==> config.mk <==
export PLATFORM = sky130hd
export DESIGN_NAME = counter_load_arbiter
export DESIGN_NICKNAME = d
export VERILOG_FILES = /design/src/rtl/counter_load_arbiter_pkg.sv /design/src/rtl/counter_load_arbiter_rr_pick.sv /design/src/rtl/counter_load_arbiter.sv
export SDC_FILE = /design/constraint.sdc
export NUM_CORES = 1
export LEC_CHECK = 0
export CAP_MARGIN = 10
export CORE_MARGIN = 2
export CORE_UTILIZATION = 42
export DETAILED_ROUTE_END_ITERATION = 10
export HOLD_SLACK_MARGIN = 0.15
export PLACE_DENSITY = 0.82
export SYNTH_ARGS = -nofsm -noshare
export SYNTH_HDL_FRONTEND = slang
export SYNTH_SLANG_ARGS = --single-unit
==> constraint.sdc <==
create_clock -name clk -period 1.8 [get_ports clk]
set_input_delay 0.36 -clock clk [delete_from_list [all_inputs] [get_ports clk]]
set_output_delay 0.36 -clock clk [all_outputs]
set_load 0.01 [all_outputs]
==> src/rtl/counter_load_arbiter_pkg.sv <==
// Shared definitions for the counter load arbiter.
// Contents:
//   CNT_W   - default data width, shared with the counter instance
//   state_t - FSM state encoding (IDLE=0, LOAD=1, CHECK=2, HOLD=3)
//   clog2   - ceiling log2, used to size index and guard registers
//   idx_w   - clog2 clamped to at least 1 bit, so NREQ=1 still has a grant_id
package counter_load_arbiter_pkg;

  localparam int CNT_W = 8;

  typedef enum logic [1:0] {
    ST_IDLE  = 2'd0,
    ST_LOAD  = 2'd1,
    ST_CHECK = 2'd2,
    ST_HOLD  = 2'd3
  } state_t;

  function automatic int clog2(input int n);
    int r;
    r = 0;
    for (int i = 0; i < 31; i++) begin
      if ((1 << i) < n) r = i + 1;
    end
    return r;
  endfunction

  function automatic int idx_w(input int n);
    return (clog2(n) < 1) ? 1 : clog2(n);
  endfunction

endpackage

==> src/rtl/counter_load_arbiter_rr_pick.sv <==
// Combinational round-robin priority selector.
// Ports:
//   req   (in)  request vector, one bit per requester
//   ptr   (in)  index that has highest priority this round
//   found (out) 1 when any req bit is set
//   idx   (out) first set bit searching from ptr upward, wrapping modulo N
module rr_pick #(
  parameter int N  = 4,
  parameter int IW = 2
) (
  input  logic [N-1:0]  req,
  input  logic [IW-1:0] ptr,
  output logic          found,
  output logic [IW-1:0] idx
);

  logic [IW-1:0] j;

  // Walk the offsets from farthest to nearest so the candidate closest to
  // ptr is the one that sticks.
  always_comb begin
    found = 1'b0;
    idx   = '0;
    j     = '0;
    for (int k = N - 1; k >= 0; k--) begin
      j = IW'((int'(ptr) + k) % N);
      if (req[j]) begin
        found = 1'b1;
        idx   = j;
      end
    end
  end

endmodule

==> src/rtl/counter_load_arbiter.sv <==
// Round-robin arbiter sharing the counter load port (wdata/wr) among NREQ
// requesters. Each transaction: grant -> one-cycle wr pulse -> read-back
// compare -> ack/err pulse -> GUARD idle cycles.
// Ports:
//   clk        (in)  system clock, rising edge
//   reset      (in)  asynchronous active-low reset
//   req        (in)  per-requester load request (level)
//   req_data   (in)  load values, requester i at [i*W +: W]
//   ack        (out) one-cycle pulse to the served requester
//   ack_err    (out) read-back mismatch flag, valid with ack, held to next check
//   cnt_wdata  (out) counter load value
//   cnt_wr     (out) counter load strobe
//   data_cnt   (in)  counter output, read back after the load
//   busy       (out) 1 in any state other than IDLE
//   grant_id   (out) index of current/last granted requester
//   state      (out) FSM state, for observation
// Handshake: a requester raises req with req_data and holds both stable; it
// is done when it sees its ack bit high for one cycle. A req that drops
// before being granted is simply never picked; changes after the grant are
// ignored because the value is latched into val at grant time.
module counter_load_arbiter
  import counter_load_arbiter_pkg::*;
#(
  parameter int NREQ  = 4,
  parameter int W     = CNT_W,
  parameter int GUARD = 2,
  localparam int IW   = idx_w(NREQ)
) (
  input  logic            clk,
  input  logic            reset,
  input  logic [NREQ-1:0] req,
  input  logic [NREQ*W-1:0] req_data,
  output logic [NREQ-1:0] ack,
  output logic            ack_err,
  output logic [W-1:0]    cnt_wdata,
  output logic            cnt_wr,
  input  logic [W-1:0]    data_cnt,
  output logic            busy,
  output logic [IW-1:0]   grant_id,
  output state_t          state
);

  localparam int GW = idx_w(GUARD + 1);

  state_t          state_n;
  logic [W-1:0]    val, val_n;
  logic [IW-1:0]   ptr, ptr_n;
  logic [IW-1:0]   grant_n;
  logic [GW-1:0]   guard, guard_n;
  logic [NREQ-1:0] ack_n;
  logic            err_n;
  logic [W-1:0]    wdata_n;
  logic            wr_n;
  logic            busy_n;

  logic            pick_found;
  logic [IW-1:0]   pick_idx;
  logic [W-1:0]    pick_data;

  rr_pick #(
    .N  (NREQ),
    .IW (IW)
  ) u_pick (
    .req   (req),
    .ptr   (ptr),
    .found (pick_found),
    .idx   (pick_idx)
  );

  assign pick_data = req_data[int'(pick_idx)*W +: W];

  // Outputs are computed one state ahead and registered, so cnt_wr is high
  // during LOAD and ack/ack_err appear the cycle after CHECK.
  always_comb begin
    state_n = state;
    val_n   = val;
    ptr_n   = ptr;
    grant_n = grant_id;
    guard_n = guard;
    ack_n   = '0;
    err_n   = ack_err;
    wdata_n = '0;
    wr_n    = 1'b0;
    case (state)
      ST_IDLE: begin
        if (pick_found) begin
          val_n   = pick_data;
          grant_n = pick_idx;
          wr_n    = 1'b1;
          wdata_n = pick_data;
          state_n = ST_LOAD;
        end
      end
      ST_LOAD: begin
        // The counter captures the value on the edge that ends LOAD.
        state_n = ST_CHECK;
      end
      ST_CHECK: begin
        ack_n[grant_id] = 1'b1;
        err_n           = (data_cnt != val);
        ptr_n           = (int'(grant_id) == NREQ - 1) ? '0 : grant_id + 1'b1;
        if (GUARD == 0) begin
          state_n = ST_IDLE;
        end else begin
          guard_n = GW'(GUARD);
          state_n = ST_HOLD;
        end
      end
      ST_HOLD: begin
        if (guard <= GW'(1)) begin
          guard_n = '0;
          state_n = ST_IDLE;
        end else begin
          guard_n = guard - 1'b1;
        end
      end
      default: state_n = ST_IDLE;
    endcase
    busy_n = (state_n != ST_IDLE);
  end

  always_ff @(posedge clk or negedge reset) begin
    if (!reset) begin
      state     <= ST_IDLE;
      val       <= '0;
      ptr       <= '0;
      grant_id  <= '0;
      guard     <= '0;
      ack       <= '0;
      ack_err   <= 1'b0;
      cnt_wdata <= '0;
      cnt_wr    <= 1'b0;
      busy      <= 1'b0;
    end else begin
      state     <= state_n;
      val       <= val_n;
      ptr       <= ptr_n;
      grant_id  <= grant_n;
      guard     <= guard_n;
      ack       <= ack_n;
      ack_err   <= err_n;
      cnt_wdata <= wdata_n;
      cnt_wr    <= wr_n;
      busy      <= busy_n;
    end
  end

endmodule
==> run_results.csv, run 1 <==
group,metric,value,unit
grt,grt_pass1_wl,6320,µm
layout,final_util,67.2,%
placement,dp_slack,-0.254,ns
sta,max_freq,577,MHz
power_and_ir_drop,power,3.15,mW
logic_synthesis,synth_warnings,0,
critical_path,worstPathArrival,1.87,ns
clock_tree,cts.sinks,31,
layout,nets,264,
layout,mostFrequentLayoutCells,"clkdlybuf4s50_1, dfrtp_1, nand2_1, mux2i_1",
outcome,outcome,"complete, no violations",
clock_tree,cts_setup_buffers,0,
floorplan,core-area,3630,µm²
logic_synthesis,yosysSeqAreaShare,49.4,%
drt,wl_met3,280,µm
grt,grt-ovfl-total,0,
power_and_ir_drop,p_leak,1.07,nW
drt,avgViaCountPerCell,5.15,
sta,drv_slew,0,
clock_tree,cts_max_path_buffers,2,
critical_path,start_kind,"primary input",
clock_tree,cts_hold_buf,0,
sta,worst_slack,0.0658,ns
critical_path,cpMaxStageDelayCell,"clkdlybuf4s50_1",
power_and_ir_drop,p_switching,1.11,mW
sta,min_period,1.73,ns
sta,skew,0.00747,ns
drt,vias,1354,
logic_synthesis,syn-num-nets,188,
floorplan,num_rows,22,
power_and_ir_drop,irDropWorstVdd,0.000556,V
grt,grt_start_max_net_pins,32,
sta,rsz0062_at_grt,"true",
layout,layout_commonest_cell,"clkdlybuf4s50_1",
critical_path,crit_path_max_incr_delay,0.47,ns
logic_synthesis,ys_ff_latch,31,
power_and_ir_drop,power.share.clock,16.2,%
layout,antenna_cells,0,
drt,highest_layer,"met4",
sta,relSlewSlack,68.6,%
sta,hold_viol,0,
logic_synthesis,async_flop_share,100,%
logic_synthesis,synth_area,1570,µm²
placement,place_area,2320,µm²
critical_path,end_kind,"flip-flop",
floorplan,die_area,4240,µm²
power_and_ir_drop,intPower,2.04,mW
clock_tree,path_clk_slew,0.07,ns
floorplan,die_w,65.1,µm
layout,drive_gt1_share,15.3,%
floorplan,io_pins,65,
layout,seq_area,776,µm²
logic_synthesis,syn_inst,138,
grt,antenna_found_initial,0,
drt,wl_per_cell,14.5,µm
placement,dpl.cell_count,255,
clock_tree,cts_buffers,5,
critical_path,cp_max_fo,12,
hold_path,hold_path.class,"primary input to asynchronous set/reset pin",
placement,dp_hpwl,2920,µm
critical_path,cp.required,1.94,ns
critical_path,cp_cell_sequence,"clkdlybuf4s50_1, a21oi_2, o21ai_2, a21oi_4, buf_12, mux2i_1, o221ai_1",
sta,finalSetupTns,0,ns
floorplan,die-height,65.1,µm
grt,grt_pass1_vias,1356,
sta,worstMarginPinSlew,0.469,ns
logic_synthesis,synth_edf_count,0,
placement,place.gp.congestion,0.794,
drt,drtIter0Drc,90,
drt,first_pass_iters,4,
clock_tree,htreeDepth,2,
layout,area_growth,55.5,%
layout,fin_cells,263,
drt,wl_met2,1840,µm
power_and_ir_drop,p_sw_share,35.3,%
power_and_ir_drop,p_seq_share,36.4,%
layout,fill_cells,293,
sta,hold_slack,0.480,ns
run,cap_violations,0,
drt,finalWirelength,3820,µm
clock_tree,clock_latency,0.28,ns
power_and_ir_drop,combPwrFrac,47.4,%
logic_synthesis,synth_area_per_cell,11.4,µm²
layout,post-route-cell-area,2440,µm²
drt,wl_met1,1580,µm
critical_path,worst-setup-path-type,"primary input to flip-flop",
placement,io_buffers,64,
drt,drc,0,
sta,setup_viol,0,
logic_synthesis,ys.flop_type,"dfrtp_1",
clock_tree,clock_tree.root_cell,"clkbuf_8",
grt,grt_usage,19.7,%
power_and_ir_drop,power.density,1290,nW/µm²
floorplan,start_util,43.2,%
logic_synthesis,synth_cell_types,30,
drt,ant_nets,0,
clock_tree,cts_tree,"done",
layout,multi_input_area,738,µm²
sta,period_share,96.3,%
## flip-flops by register name, summed over array words and instances, names as in the netlist
name and flops:
cnt_wdata 8, val 8, ack 4, grant_id 2
guard 2, ptr 2, state 2, ack_err 1
busy 1, cnt_wr 1
## critical path, delay by kind of cell
family / cells / cell delay, ns
buffers and inverters: 2 / 0.65
AOI/OAI and AO/OA: 4 / 0.60
muxes: 1 / 0.26
## cell type report
| type | instances | share of cell area (%) |
|---|---|---|
| Clock inverter | 1 | 0.205 |
| Clock buffer | 7 | 3.13 |
| Multi-Input combinational cell | 94 | 30.2 |
| Timing Repair Buffer | 74 | 31.0 |
| Tap cell | 48 | 2.46 |
| Sequential cell | 31 | 31.8 |
| Inverter | 8 | 1.23 |
## cell usage after synthesis (3+ instances only)
| library cell | instances | area [µm²] |
|---|---|---|
| dfrtp_1 | 31 | 776 |
| mux2i_1 | 16 | 160 |
| nand2_1 | 13 | 48.8 |
| o22ai_1 | 8 | 50.1 |
| xor2_1 | 8 | 70.1 |
| inv_1 | 7 | 26.3 |
| nor2_1 | 6 | 22.5 |
| nand2b_1 | 5 | 31.3 |
| o21ai_0 | 5 | 25.0 |
| o221ai_1 | 5 | 43.8 |
| and2_1 | 4 | 25.0 |
| ha_1 | 4 | 50.1 |
| a21oi_1 | 3 | 15.0 |
| buf_6 | 3 | 33.8 |
| nor4_1 | 3 | 18.8 |
| o221ai_2 | 3 | 45.0 |
## worst paths after layout
kind                       depth (start not counted)   start  slack, ns      endpoint
max reg2reg                                        6  ptr[1]       0.17        val[2]
max                                                7  req[0]       0.07        val[2]
min in group clk                                   2  val[1]       0.51        val[1]
max in group asynchronous                          2   reset       1.04  cnt_wdata[2]
min                                                2   reset       0.48   grant_id[1]
min reg2reg                                        2  val[1]       0.51        val[1]
## cell families (layout without fill, tap and decap cells)
family	count (synthesis)	count (layout)	synth area share (%)
and+or+nand+nor	36	36	11.5
DFF	31	31	49.4
AOI/OAI and AO/OA	30	30	15.5
muxes	16	16	10.2
buffers and inverters	13	90	5.82
xor gates and xnor gates	8	8	4.46
adders and majority gates	4	4	3.19
## metal layers
layer	up-vias	track usage [%]
li1	638	-
met1	635	24.6
met2	69	31.8
met3	12	5.14
met4	0	9.38
met5	-	0
## power by group through the flow
stage / Sequential (mW) / Clock [mW] / Combinational (mW)
after floorplan: 1.18 / 0 / 0.806
after global placement: 1.14 / 0 / 1.40
after detailed placement: 1.16 / 0 / 1.45
after CTS: 1.15 / 0.522 / 1.45
after global routing: 1.18 / 0.573 / 1.65
final: 1.15 / 0.511 / 1.49
## timing repair
action / 4_1_cts / 5_1_grt
gates resized for setup: 0 / 9
endpoints found under the setup margin: 0 / 7
hold endpoints to repair: 0 / 0
No activity file was read; power rests on OpenSTA's default activity.
==> run 2: changes to the inputs <==
Settings changed: SETUP_SLACK_MARGIN set to 0.05, SLEW_MARGIN set to 20.
Clock period 1.8 ns to 1.9 ns, I/O delays scaled along.
==> run_results.csv, run 2 (synthesized netlist as in run 1, its figures left out) <==
group,metric,value,unit
outcome,outcome,"complete, no violations",
clock_tree,cts.sinks,31,
sta,min_period,1.80,ns
power_and_ir_drop,intPower,1.94,mW
drt,drtIter0Drc,64,
placement,io_buffers,64,
layout,top_regs,"cnt_wdata x8, val x8, ack x4",
grt,grt_util_met3,5.82,%
critical_path,rr_worst_depth,6,
clock_tree,htreeDepth,2,
clock_tree,path_clk_slew,0.06,ns
sta,worstMarginPinSlew,0.463,ns
run,cap_violations,0,
floorplan,die_area,4240,µm²
placement,place.gp.congestion,0.798,
drt,ant_nets,0,
drt,drc,0,
layout,nets,264,
critical_path,crit_path_max_incr_delay,0.49,ns
layout,fin_cells,263,
critical_path,worst-setup-path-type,"primary input to flip-flop",
critical_path,cp.required,2.04,ns
drt,finalWirelength,3880,µm
drt,first_pass_iters,4,
clock_tree,cts_buffers,5,
drt,wl_per_cell,14.7,µm
clock_tree,cts_max_path_buffers,2,
power_and_ir_drop,combPwrFrac,47.8,%
power_and_ir_drop,p_switching,1.08,mW
grt,grt_pass1_vias,1429,
critical_path,cp_cell_sequence,"clkdlybuf4s50_1, a21oi_2, o21ai_2, a21oi_4, buf_12, mux2i_1, o221ai_1",
power_and_ir_drop,p_sw_share,35.7,%
grt,antenna_found_initial,0,
grt,grt_pass1_wl,6420,µm
clock_tree,clock_tree.root_cell,"clkbuf_8",
floorplan,die_w,65.1,µm
critical_path,rrSetupSlack,0.28,ns
sta,period_share,94.7,%
hold_path,hold_path.class,"primary input to asynchronous set/reset pin",
layout,area_growth,56.4,%
critical_path,rr_startpoint,"ptr[1]",
floorplan,num_rows,22,
power_and_ir_drop,irDropWorstVdd,0.000714,V
grt,grt_usage,20.3,%
critical_path,cp_max_fo,12,
grt,use_met2,35.4,%
sta,rsz0062_at_grt,"true",
critical_path,start_kind,"primary input",
critical_path,r2r_end,"val[2]",
clock_tree,clock_latency,0.28,ns
power_and_ir_drop,power.density,1230,nW/µm²
grt,grt_start_max_net_pins,32,
power_and_ir_drop,p_seq_share,35.8,%
sta,worst_slack,0.101,ns
power_and_ir_drop,p_leak,1.07,nW
layout,antenna_cells,0,
sta,skew,0.00445,ns
layout,layout_commonest_cell,"clkdlybuf4s50_1",
layout,drive_gt1_share,14.9,%
drt,avgViaCountPerCell,5.14,
placement,dp_slack,-0.207,ns
sta,relSlewSlack,69.0,%
clock_tree,cts_tree,"done",
grt,grt-ovfl-total,0,
sta,hold_viol,0,
grt,gr-max-usage-layer,"met2",
sta,drv_slew,0,
critical_path,cp-endpoint,"val[2]",
floorplan,die-height,65.1,µm
placement,dpl.cell_count,255,
grt,use_met1,24.1,%
power_and_ir_drop,power.share.clock,16.5,%
floorplan,io_pins,65,
sta,setup_viol,0,
critical_path,end_kind,"flip-flop",
layout,mostFrequentLayoutCells,"clkdlybuf4s50_1, dfrtp_1, nand2_1, mux2i_1",
critical_path,cpMaxStageDelayCell,"clkdlybuf4s50_1",
floorplan,core-area,3630,µm²
floorplan,start_util,43.2,%
drt,vias,1351,
critical_path,cp-startpoint,"req[0]",
placement,dp_hpwl,2970,µm
sta,max_freq,556,MHz
critical_path,worstPathArrival,1.94,ns
==> run 2: changes by cell type in the layout (fill, tap and decap cells not counted) <==
cell / before / now
mux2i_1: 9 / 10
mux2i_4: 1 / 3
mux2i_2: 6 / 3
==> run 2: repair_timing <==
item / CTS / global route
gates resized for setup: 0 / 10
setup buffers: 0 / 0
endpoints found under the setup margin: 0 / 7
hold buffers: 0 / 0
==> run 2: layout make-up <==
type / instances / area (µm²)
clock buffers: 7 / 76.3
clock inverters: 1 / 5.00
fillers: 309 / 1180
inverters: 8 / 30.0
multi-input cells: 94 / 752
flip-flops and latches: 31 / 776
well taps: 48 / 60.1
repair buffers: 74 / 757
==> run 2: metal layers <==
layer / wire length (µm) / part of all wire [%]
met5: 0 / 0
met4: 60 / 1.5
met3: 251 / 6.5
met2: 1950 / 50
met1: 1620 / 42
==> run 2: through the flow <==
| stage | TNS (ns) | hold slack [ns] | total power, mW | area, µm² | utilization [%] |
|---|---|---|---|---|---|
| 3_5_place_dp | -2.43 | 0.502 | 2.47 | 2320 | 63.9 |
| 2_1_floorplan | 0 | 0.0844 | 1.88 | 1570 | - |
| 6_report | 0 | 0.494 | 3.02 | 2460 | 67.6 |
| 3_3_place_gp | -0.996 | 0.483 | 2.41 | 2320 | 63.9 |
| 4_1_cts | 0 | 0.503 | 2.98 | 2400 | 66.2 |
| 5_1_grt | 0 | 0.524 | 3.24 | 2460 | 67.6 |
==> run 2: worst min-delay path by stage <==
stage                   from       end  slack (ns)  cells past startpoint
floorplan              reset    ack[0]        0.08                      0
global placement    guard[0]  guard[1]        0.48                      2
detailed placement    val[5]    val[5]        0.50                      2
CTS                    reset    ack[3]        0.50                      2
global route           reset    ptr[0]        0.52                      2
finish                 reset    ptr[0]        0.49                      2
==> run 2: critical path, delay by kind of cell <==
kind / cells / cell delay [ns]
AOI/OAI and AO/OA: 4 / 0.64
buffers and inverters: 2 / 0.67
muxes: 1 / 0.25
==> run 2: power groups by stage <==
| stage | registers (mW) | clock network [mW] | logic, mW |
|---|---|---|---|
| final | 1.08 | 0.497 | 1.44 |
| after CTS | 1.08 | 0.511 | 1.39 |
| after floorplan | 1.12 | 0 | 0.764 |
| after global placement | 1.08 | 0 | 1.33 |
| after global routing | 1.11 | 0.546 | 1.59 |
| after detailed placement | 1.09 | 0 | 1.38 |
==> run 3: changes to the inputs <==
Settings changed: CTS_BUF_LIST set to sky130_fd_sc_hd__clkbuf_4 sky130_fd_sc_hd__clkbuf_8 sky130_fd_sc_hd__clkbuf_16.
==> run_results.csv, run 3 (synthesized netlist as in run 1, its figures left out) <==
group,metric,value,unit
outcome,outcome,"complete, no violations",
grt,grt_usage,20.2,%
sta,drv_slew,0,
critical_path,cp.required,2.04,ns
drt,drtIter0Drc,60,
clock_tree,cts_max_path_buffers,2,
drt,finalWirelength,3840,µm
placement,place.gp.congestion,0.798,
power_and_ir_drop,power.density,1240,nW/µm²
critical_path,worst-setup-path-type,"primary input to flip-flop",
drt,avgViaCountPerCell,5.07,
clock_tree,cts_resized,0,
sta,rsz0062_at_grt,"true",
layout,fill_cells,305,
clock_tree,cts_buffers,5,
floorplan,start_util,43.2,%
drt,wl_per_cell,14.6,µm
layout,mostFrequentLayoutCells,"clkdlybuf4s50_1, dfrtp_1, nand2_1, mux2i_1",
clock_tree,cts_hold_buf,0,
layout,post-route-cell-area,2460,µm²
layout,fin_cells,263,
grt,grt_start_max_net_pins,32,
floorplan,num_rows,22,
grt,grt-ovfl-total,0,
layout,nets,264,
drt,first_pass_iters,4,
run,cap_violations,0,
sta,relSlewSlack,69.0,%
clock_tree,cts.sinks,31,
sta,hold_viol,0,
clock_tree,clock_latency,0.28,ns
critical_path,start_kind,"primary input",
clock_tree,cts_tree,"done",
drt,drc,0,
placement,dp_slack,-0.207,ns
sta,finalSetupTns,0,ns
grt,antenna_found_initial,0,
clock_tree,cts_setup_buffers,0,
placement,dp_hpwl,2970,µm
clock_tree,htreeDepth,2,
layout,layout_commonest_cell,"clkdlybuf4s50_1",
placement,place_area,2320,µm²
drt,ant_nets,0,
layout,seq_area,776,µm²
layout,top_regs,"cnt_wdata x8, val x8, ack x4",
layout,drive_gt1_share,15.8,%
layout,multi_input_area,752,µm²
floorplan,die_w,65.1,µm
floorplan,core-area,3630,µm²
placement,dpl.cell_count,255,
sta,setup_viol,0,
floorplan,die_area,4240,µm²
sta,min_period,1.80,ns
floorplan,io_pins,65,
critical_path,cp_max_fo,12,
floorplan,die-height,65.1,µm
sta,worstMarginPinSlew,0.464,ns
grt,grt_pass1_wl,6400,µm
sta,max_freq,556,MHz
sta,period_share,94.7,%
power_and_ir_drop,p_leak,1.08,nW
layout,area_growth,56.9,%
sta,worst_slack,0.101,ns
drt,vias,1333,
clock_tree,path_clk_slew,0.06,ns
layout,final_util,67.8,%
critical_path,worstPathArrival,1.94,ns
critical_path,end_kind,"flip-flop",
layout,antenna_cells,0,
hold_path,hold_path.class,"primary input to asynchronous set/reset pin",
power_and_ir_drop,irDropWorstVdd,0.000717,V
grt,grt_pass1_vias,1428,
sta,skew,0.00317,ns
clock_tree,clock_tree.root_cell,"clkbuf_8",
placement,io_buffers,64,
-- run 3: worst paths after layout --
check,start,endpoint,slack [ns],depth (start not counted)
setup / recovery,req[0],val[2],0.10,7
hold / removal,reset,ptr[0],0.49,2
setup reg to reg,ptr[1],val[2],0.28,6
hold reg to reg,val[3],val[3],0.52,2
max in group asynchronous,reset,val[2],1.12,2
min in group clk,val[3],val[3],0.52,2
-- run 3: cell type report --
class	count	share of cell area (%)
repair buffers	74	30.7
clock buffers	7	3.40
inverters	8	1.22
well taps	48	2.44
multi-input cells	94	30.5
flip-flops and latches	31	31.5
clock inverters	1	0.203
-- run 3: per-stage QoR --
| stage | hold WS [ns] | total power [mW] |
|---|---|---|
| 2_1_floorplan | 0.0844 | 1.88 |
| 3_3_place_gp | 0.483 | 2.41 |
| 3_5_place_dp | 0.502 | 2.47 |
| 4_1_cts | 0.503 | 3.01 |
| 5_1_grt | 0.524 | 3.27 |
| 6_report | 0.494 | 3.04 |
-- run 3: where the power goes --
group	switching, mW	internal [mW]	leakage [nW]
logic	0.661	0.778	0.633
registers	0.174	0.906	0.394
clock network	0.239	0.285	0.0491
-- run 3: critical path, stage by stage --
cell,delay (ns)
clkdlybuf4s50_1,0.48
a21oi_2,0.19
o21ai_2,0.09
a21oi_4,0.20
buf_12,0.18
mux2i_1,0.25
o221ai_1,0.16
-- run 3: routing by layer --
layer,vias to the layer above,wire (µm),share of wire [%],track usage [%]
met2,56,1950,51,35.4
met5,-,0,0,0
li1,640,-,-,-
met3,5,251,6.5,5.82
met4,0,60,1.6,7.03
met1,632,1570,41,23.7
